$ cat config.mk
export PLATFORM = sky130hd
export DESIGN_NAME = axi4_lite_arbiter
export DESIGN_NICKNAME = d
export VERILOG_FILES = /design/src/rtl/axi4_lite_pkg.sv /design/src/rtl/axi4_lite_arb_pick.sv /design/src/rtl/axi4_lite_arbiter.sv
export SDC_FILE = /design/constraint.sdc
export NUM_CORES = 1
export LEC_CHECK = 0
export ABC_AREA = 1
export CAP_MARGIN = 20
export CORE_AREA = 2 2 171 173
export DETAILED_ROUTE_END_ITERATION = 6
export DIE_AREA = 0 0 173 175
export DONT_BUFFER_PORTS = 1
export GPL_TIMING_DRIVEN = 0
export PLACE_DENSITY = 0.3
export SETUP_SLACK_MARGIN = 0.3
export SYNTH_ARGS = -nofsm -noshare
export SYNTH_HDL_FRONTEND = slang
export SYNTH_SLANG_ARGS = --single-unit
$ cat constraint.sdc
create_clock -name clk -period 1.2 [get_ports clk]
set_input_delay 0.24 -clock clk [delete_from_list [all_inputs] [get_ports clk]]
set_output_delay 0.24 -clock clk [all_outputs]
set_load 0.02 [all_outputs]
$ cat src/rtl/axi4_lite_pkg.sv
// Shared types and constants for the two-master AXI4-Lite arbiter.
package axi4_lite_pkg;

    localparam int unsigned ADDR_W_DEF = 32;
    localparam int unsigned DATA_W_DEF = 32;

    localparam logic [1:0] RESP_OKAY   = 2'b00;
    localparam logic [1:0] RESP_EXOKAY = 2'b01;
    localparam logic [1:0] RESP_SLVERR = 2'b10;
    localparam logic [1:0] RESP_DECERR = 2'b11;

    typedef enum logic [1:0] {
        ST_IDLE    = 2'd0,
        ST_RD_BUSY = 2'd1,
        ST_WR_BUSY = 2'd2
    } arb_state_e;

endpackage

$ cat src/rtl/axi4_lite_arb_pick.sv
// Combinational winner select between two requesters.
// ARB_ROUND_ROBIN_EN: alternate on contention; otherwise requester 1 always wins.
module axi4_lite_arb_pick
    import axi4_lite_pkg::*;
(
    input  logic [1:0] req,
    input  logic       last_gnt,
    output logic       any_c,
    output logic       win_c
);

`ifdef ARB_ROUND_ROBIN_EN
    always_comb begin
        any_c = |req;
        win_c = req[1];
        if (req == 2'b11) begin
            win_c = ~last_gnt;
        end
    end
`else
    logic unused_last_gnt;
    assign unused_last_gnt = last_gnt;

    always_comb begin
        any_c = |req;
        win_c = req[1];
    end
`endif

endmodule

$ cat src/rtl/axi4_lite_arbiter.sv
// Two-master to one-slave AXI4-Lite arbiter, one transaction outstanding.
// ARB_ROUND_ROBIN_EN selects round-robin instead of fixed m1-first priority.
module axi4_lite_arbiter
    import axi4_lite_pkg::*;
#(
    parameter int unsigned ADDR_W = ADDR_W_DEF,
    parameter int unsigned DATA_W = DATA_W_DEF
) (
    input  logic                clk,
    input  logic                rst,

    input  logic [ADDR_W-1:0]   m0_ARADDR,
    input  logic                m0_ARVALID,
    input  logic                m0_RREADY,
    input  logic [ADDR_W-1:0]   m0_AWADDR,
    input  logic                m0_AWVALID,
    input  logic [DATA_W-1:0]   m0_WDATA,
    input  logic [DATA_W/8-1:0] m0_WSTRB,
    input  logic                m0_WVALID,
    input  logic                m0_BREADY,
    output logic                m0_ARREADY,
    output logic [DATA_W-1:0]   m0_RDATA,
    output logic [1:0]          m0_RRESP,
    output logic                m0_RVALID,
    output logic                m0_AWREADY,
    output logic                m0_WREADY,
    output logic [1:0]          m0_BRESP,
    output logic                m0_BVALID,

    input  logic [ADDR_W-1:0]   m1_ARADDR,
    input  logic                m1_ARVALID,
    input  logic                m1_RREADY,
    input  logic [ADDR_W-1:0]   m1_AWADDR,
    input  logic                m1_AWVALID,
    input  logic [DATA_W-1:0]   m1_WDATA,
    input  logic [DATA_W/8-1:0] m1_WSTRB,
    input  logic                m1_WVALID,
    input  logic                m1_BREADY,
    output logic                m1_ARREADY,
    output logic [DATA_W-1:0]   m1_RDATA,
    output logic [1:0]          m1_RRESP,
    output logic                m1_RVALID,
    output logic                m1_AWREADY,
    output logic                m1_WREADY,
    output logic [1:0]          m1_BRESP,
    output logic                m1_BVALID,

    output logic [ADDR_W-1:0]   s_ARADDR,
    output logic                s_ARVALID,
    output logic                s_RREADY,
    output logic [ADDR_W-1:0]   s_AWADDR,
    output logic                s_AWVALID,
    output logic [DATA_W-1:0]   s_WDATA,
    output logic [DATA_W/8-1:0] s_WSTRB,
    output logic                s_WVALID,
    output logic                s_BREADY,
    input  logic                s_ARREADY,
    input  logic [DATA_W-1:0]   s_RDATA,
    input  logic [1:0]          s_RRESP,
    input  logic                s_RVALID,
    input  logic                s_AWREADY,
    input  logic                s_WREADY,
    input  logic [1:0]          s_BRESP,
    input  logic                s_BVALID
);

    arb_state_e state_q, state_d;
    logic       gnt_q, gnt_d;
    logic [1:0] req;
    logic [1:0] rd_req;
    logic       any_c;
    logic       win_c;
    logic       last_gnt;

`ifdef ARB_ROUND_ROBIN_EN
    logic last_q, last_d;
    assign last_gnt = last_q;
`else
    assign last_gnt = 1'b1;
`endif

    assign rd_req = {m1_ARVALID, m0_ARVALID};
    assign req    = {m1_ARVALID | m1_AWVALID | m1_WVALID,
                     m0_ARVALID | m0_AWVALID | m0_WVALID};

    axi4_lite_arb_pick u_pick (
        .req      (req),
        .last_gnt (last_gnt),
        .any_c    (any_c),
        .win_c    (win_c)
    );

    // State, grant and (optionally) last-grant registers.
    always_ff @(posedge clk or negedge rst) begin
        if (!rst) begin
            state_q <= ST_IDLE;
            gnt_q   <= 1'b0;
`ifdef ARB_ROUND_ROBIN_EN
            last_q  <= 1'b1;
`endif
        end else begin
            state_q <= state_d;
            gnt_q   <= gnt_d;
`ifdef ARB_ROUND_ROBIN_EN
            last_q  <= last_d;
`endif
        end
    end

    // Grant in IDLE; release on the closing response handshake.
    always_comb begin
        state_d = state_q;
        gnt_d   = gnt_q;
`ifdef ARB_ROUND_ROBIN_EN
        last_d  = last_q;
`endif
        case (state_q)
            ST_IDLE: begin
                if (any_c) begin
                    gnt_d   = win_c;
                    state_d = rd_req[win_c] ? ST_RD_BUSY : ST_WR_BUSY;
`ifdef ARB_ROUND_ROBIN_EN
                    last_d  = win_c;
`endif
                end
            end
            ST_RD_BUSY: begin
                if (s_RVALID && s_RREADY) begin
                    state_d = ST_IDLE;
                end
            end
            ST_WR_BUSY: begin
                if (s_BVALID && s_BREADY) begin
                    state_d = ST_IDLE;
                end
            end
            default: state_d = ST_IDLE;
        endcase
    end

    // Channel muxing: only the granted master's active direction is connected.
    always_comb begin
        s_ARADDR   = '0;
        s_ARVALID  = 1'b0;
        s_RREADY   = 1'b0;
        s_AWADDR   = '0;
        s_AWVALID  = 1'b0;
        s_WDATA    = '0;
        s_WSTRB    = '0;
        s_WVALID   = 1'b0;
        s_BREADY   = 1'b0;
        m0_ARREADY = 1'b0;
        m0_RDATA   = '0;
        m0_RRESP   = 2'b00;
        m0_RVALID  = 1'b0;
        m0_AWREADY = 1'b0;
        m0_WREADY  = 1'b0;
        m0_BRESP   = 2'b00;
        m0_BVALID  = 1'b0;
        m1_ARREADY = 1'b0;
        m1_RDATA   = '0;
        m1_RRESP   = 2'b00;
        m1_RVALID  = 1'b0;
        m1_AWREADY = 1'b0;
        m1_WREADY  = 1'b0;
        m1_BRESP   = 2'b00;
        m1_BVALID  = 1'b0;
        case (state_q)
            ST_RD_BUSY: begin
                s_ARADDR  = gnt_q ? m1_ARADDR  : m0_ARADDR;
                s_ARVALID = gnt_q ? m1_ARVALID : m0_ARVALID;
                s_RREADY  = gnt_q ? m1_RREADY  : m0_RREADY;
                if (gnt_q) begin
                    m1_ARREADY = s_ARREADY;
                    m1_RDATA   = s_RDATA;
                    m1_RRESP   = s_RRESP;
                    m1_RVALID  = s_RVALID;
                end else begin
                    m0_ARREADY = s_ARREADY;
                    m0_RDATA   = s_RDATA;
                    m0_RRESP   = s_RRESP;
                    m0_RVALID  = s_RVALID;
                end
            end
            ST_WR_BUSY: begin
                s_AWADDR  = gnt_q ? m1_AWADDR  : m0_AWADDR;
                s_AWVALID = gnt_q ? m1_AWVALID : m0_AWVALID;
                s_WDATA   = gnt_q ? m1_WDATA   : m0_WDATA;
                s_WSTRB   = gnt_q ? m1_WSTRB   : m0_WSTRB;
                s_WVALID  = gnt_q ? m1_WVALID  : m0_WVALID;
                s_BREADY  = gnt_q ? m1_BREADY  : m0_BREADY;
                if (gnt_q) begin
                    m1_AWREADY = s_AWREADY;
                    m1_WREADY  = s_WREADY;
                    m1_BRESP   = s_BRESP;
                    m1_BVALID  = s_BVALID;
                end else begin
                    m0_AWREADY = s_AWREADY;
                    m0_WREADY  = s_WREADY;
                    m0_BRESP   = s_BRESP;
                    m0_BVALID  = s_BVALID;
                end
            end
            default: ;
        endcase
    end

endmodule

After elaboration in Yosys (flattened, before gate mapping)
Index checks and enable logic that the tools add are counted.
- bitwise logic cells: 4
- mux-type cells: 57
- equality and inequality tests: 5
- reduce and logical (&&, ||, !) cells: 6
- order comparisons: 1
- operators by type and width (cell ; count):
    $mux 32 ; 10
    $mux 1 ; 32
    $mux 2 ; 12
    $mux 4 ; 2
    $ne 2x2->1 const B ; 3
    $pmux 2 s3 ; 1
    $or 1x1->1 ; 4
    $reduce_and 3->1 ; 1
    $eq 2x1->1 const B ; 1
    $eq 2x2->1 const B ; 1
    $logic_and 1x1->1 ; 2
    $logic_not 2->1 ; 1
    $lt 1x2->1 const B ; 1
    $reduce_and 2->1 ; 1
    $reduce_or 2->1 ; 1
- input bits: 253
- register bits after elaboration: 3
- output and inout port bits: 187

Depth between registers and ports, before layout
- word-level depth: 7
- mapped depth: 8
- gate-level depth less buffers: 7

Cells and area by module
Synthesis repeated with hierarchy kept, for this count alone.
- cells, all modules: 516
- area, all modules: 2342.2 um^2
- by module, submodules not included (module ; cells an instance ; area an instance (um^2) ; times used):
    axi4_lite_arbiter ; 512 ; 2323.5 ; 1
    axi4_lite_arb_pick ; 4 ; 18.8 ; 1

Least setup slack after synthesis
OpenSTA, ideal clock, no wires.
- path type: flip-flop to output port
- from: register gnt_q
- to: output s_ARADDR[10]
- arrival: 1.272 ns
- buffers on the path: 3
- slack: -0.312 ns
- cell stages (with the launch flop): 7
- path through: dfrtp_1 -> buf_4 -> inv_4 -> buf_6 -> buf_2 -> nand2_1 -> a21oi_1
- cells in the longest elaborated chain, start to end: 2
- ends and longest elaborated chain (item ; line ; RTL):
    start, declared ; axi4_lite_arbiter.sv:68 ; logic gnt_q, gnt_d;
    start signal, assigned ; axi4_lite_arbiter.sv:103 ; gnt_q <= gnt_d;
    $mux 32 ; axi4_lite_arbiter.sv:170 ; s_ARADDR = gnt_q ? m1_ARADDR : m0_ARADDR;
    $mux 32 ; axi4_lite_arbiter.sv:168 ; case (state_q)
    end, declared ; axi4_lite_arbiter.sv:48 ; output logic [ADDR_W-1:0] s_ARADDR,
No other way between the ends.

Worst setup path after layout
- from: register gnt_q
- to: output s_AWADDR[22]
- cells in the longest elaborated chain, start to end: 2
- ends and longest elaborated chain (item ; line ; RTL):
    $mux 32 ; axi4_lite_arbiter.sv:186 ; s_AWADDR = gnt_q ? m1_AWADDR : m0_AWADDR;
    $mux 32 ; axi4_lite_arbiter.sv:168 ;
    end, declared ; axi4_lite_arbiter.sv:51 ; output logic [ADDR_W-1:0] s_AWADDR,
No other way between the ends.

==> results.md <==
* Nets at 803
* Largest net degree at the start of global routing at 11
* Final Cell Area at 6140 um2
* Row Count at 62
* Maximum fanout along the worst path at 8
* Relative slew slack at 78.6%
* Post-Place Setup Slack at -0.615 ns
* Fin util at 21.6%
* Post-synthesis mux area share at 0%
* Vias per cell at 3.82
* Clk slew on worst S/H paths at 0.03 ns
* Clock sinks at 3
* Largest family of logic cells by synthesized area: simple AND/OR/NAND/NOR gates
* WL/cell at 19.1 um
* Initial cell density of the core at 8.21%
* Cell accounting for the most synthesized area: nand2_1
* Mapped Cells at 507
* Class of the worst hold path: in2reg
* Synth Area in Compound Gates at 25.4%
* GRT overflow at 0
* Area of the core at 28400 um2
* First-pass DRT Iterations at 4
* Slew Viols, Final at 0
* Unrepaired setup endpoints after global routing: true
* Routability cong. at 0.775
* Post-synth top area share at 34.0%
* Synthesized Nets at 760
* Hpwl dp at 13600 um
* Outcome: finished, violations left
* Distinct cells, synth at 21
* Worst Path Arrival at 1.51 ns
* Top-count cell post-synth: nand2_1
* Final setup fails at 189
* Worst reg2reg path depth at 7
* Failing checks: setup timing
* Type of the worst setup path: reg2out
* Vias in the first global route at 3749
* Hold Crit Depth at 3
* Tot Pwr at 16.1 mW
* YS warnings at 0
* First-pass GRT wire length at 24700 um
* PortBufs at 0
* Post-synth ARST share at 100%
* Total Wirelength at 17800 um
* Number of buffers created by CTS at 3
* Fillers at 3122
* Max_cap viols at 0
* Worst Path Required at 0.96 ns
* Largest cells by area after synthesis: nand2_1, a21oi_1, nor2_1
* # IOs at 440
* Root buf cell: clkbuf_16
* CP startpoint: gnt_q$_DFFE_PN0P_
* Mapped cell area at 2330 um2
* Longest Clk Path Bufs at 2
* EDFF count, synth at 0
* Tmin final at 1.75 ns
* H-tree depth at 1
* Synth Area in XOR/XNOR at 0%
* PwrDens at 2630 nW/um2
* Share of cells above drive strength 1 at 66.5%
* Die ar. at 30300 um2
* Post-synthesis adder-cell area fraction at 0%
* Simple-Gate Fraction of Synth Area at 50.8%
* Initial DRC count at 101
* Worst clock skew at 0.000437 ns
* Chip width at 173 um
* Post-synth top cells: nand2_1, a21oi_1, nor2_1
* Layout area overhead at 163%
* Peak supply drop at 1.18 mV
* Worst setup margin at -0.550 ns
* DRC at 0
* Initial antenna violation count at 0
* Placed instance area at 3910 um2
* Tot GR Track Use at 10.7%
* Seq/Total Area, Yosys at 3.22%
* Synthesis-stage register bit count at 3
* Synth Flop Type: dfrtp_1
* Startpoint Class: flip-flop
* R2R Path Start: gnt_q$_DFFE_PN0P_
* Die Ht at 175 um
* R2R setup slack at -0.17 ns
* Max Freq at 0.571 GHz
* Slew of the pin with the lowest slew margin at 0.320 ns
* Final worst path period share at 146%
* ANT nets after route at 0
* WHS at 0.223 ns
* Critical Path End Type: output port
* DR vias at 3570
* Mapped Avg Cell Area at 4.60 um2
* HP Start: m1_ARVALID
* Skew-Pair Late Insertion Delay at 0.22 ns
* Endpoints failing hold at 0
* TritonCTS clock tree: done
* Leakage at 2.14 nW
-- routing by layer --
metal	wire (um)	track usage (%)
met5	0	0
met4	461	3.07
met3	1040	1.68
met2	9520	20.1
met1	6780	12.4
-- report_power, final --
part,total [mW],switching (mW),leakage (nW),internal (mW)
clock,0.526,0.0877,0.0382,0.438
sequential,0.184,0.0374,0.0360,0.147
combinational,15.4,9.64,2.07,5.80
-- critical path, stage by stage, from the launching register on --
cell	delay, ns
dfrtp_1	0.36
buf_6	0.14
clkinv_8	0.07
buf_8	0.10
buf_16	0.15
clkbuf_16	0.17
nand2_4	0.05
a21oi_4	0.23
-- timing repair --
action	4_1_cts	5_1_grt
buffers inserted	17	4
setup endpoints to repair	190	190
hold buffers	1	0
resized for setup	257	104
pin swaps	48	72
cloned	11	4
endpoints found under the hold margin	3	0
-- layout by cell type, fill, tap and decap left out, drive strengths merged --
master	Yosys	layout
a21boi	1	1
a21oi	101	101
a31oi	1	1
buf	35	67
bufbuf	0	1
clkbuf	4	10
clkinv	0	1
dfrtp	3	3
diode	0	1
dlygate4sd3	0	1
inv	51	50
nand2	213	215
nand3	4	4
nor2	88	88
o21ai	4	4
o22ai	2	2
-- final cells by class --
class / count / area (um2) / area share (%)
Antenna cell: 1 / 2.50 / 0.0408
Clock buffer: 4 / 78.8 / 1.28
Buffer: 39 / 622 / 10.1
Inverter: 51 / 221 / 3.61
Timing Repair Buffer: 36 / 632 / 10.3
Multi-Input combinational cell: 416 / 4030 / 65.6
Tap cell: 384 / 480 / 7.83
Sequential cell: 3 / 75.1 / 1.22
-- per-stage QoR --
stage | setup TNS, ns | instances
final | -86.39 | 934
after global routing | -98.11 | 933
after CTS | -91.14 | 925
after detailed placement | -74.10 | 892
after global placement | -73.50 | 891
after floorplan | -26.26 | 507
-- cells by family after synthesis --
logic type | Yosys count
buffers and inverters | 90
AO/OA/AOI/OAI | 109
AND/OR/NAND/NOR | 305
flip-flops | 3
-- registers in the layout, summed over array words and instances (netlist names) --
register	count
state_q	2
gnt_q	1
-- worst paths after layout --
kind	end
max	s_AWADDR[22]
min	state_q[1]$_DFFE_PN0P_
max reg2reg	state_q[1]$_DFFE_PN0P_
min reg2reg	state_q[0]$_DFFE_PN0P_
max in group asynchronous	state_q[1]$_DFFE_PN0P_
min in group asynchronous	gnt_q$_DFFE_PN0P_
No activity file was read; power rests on OpenSTA's default activity.
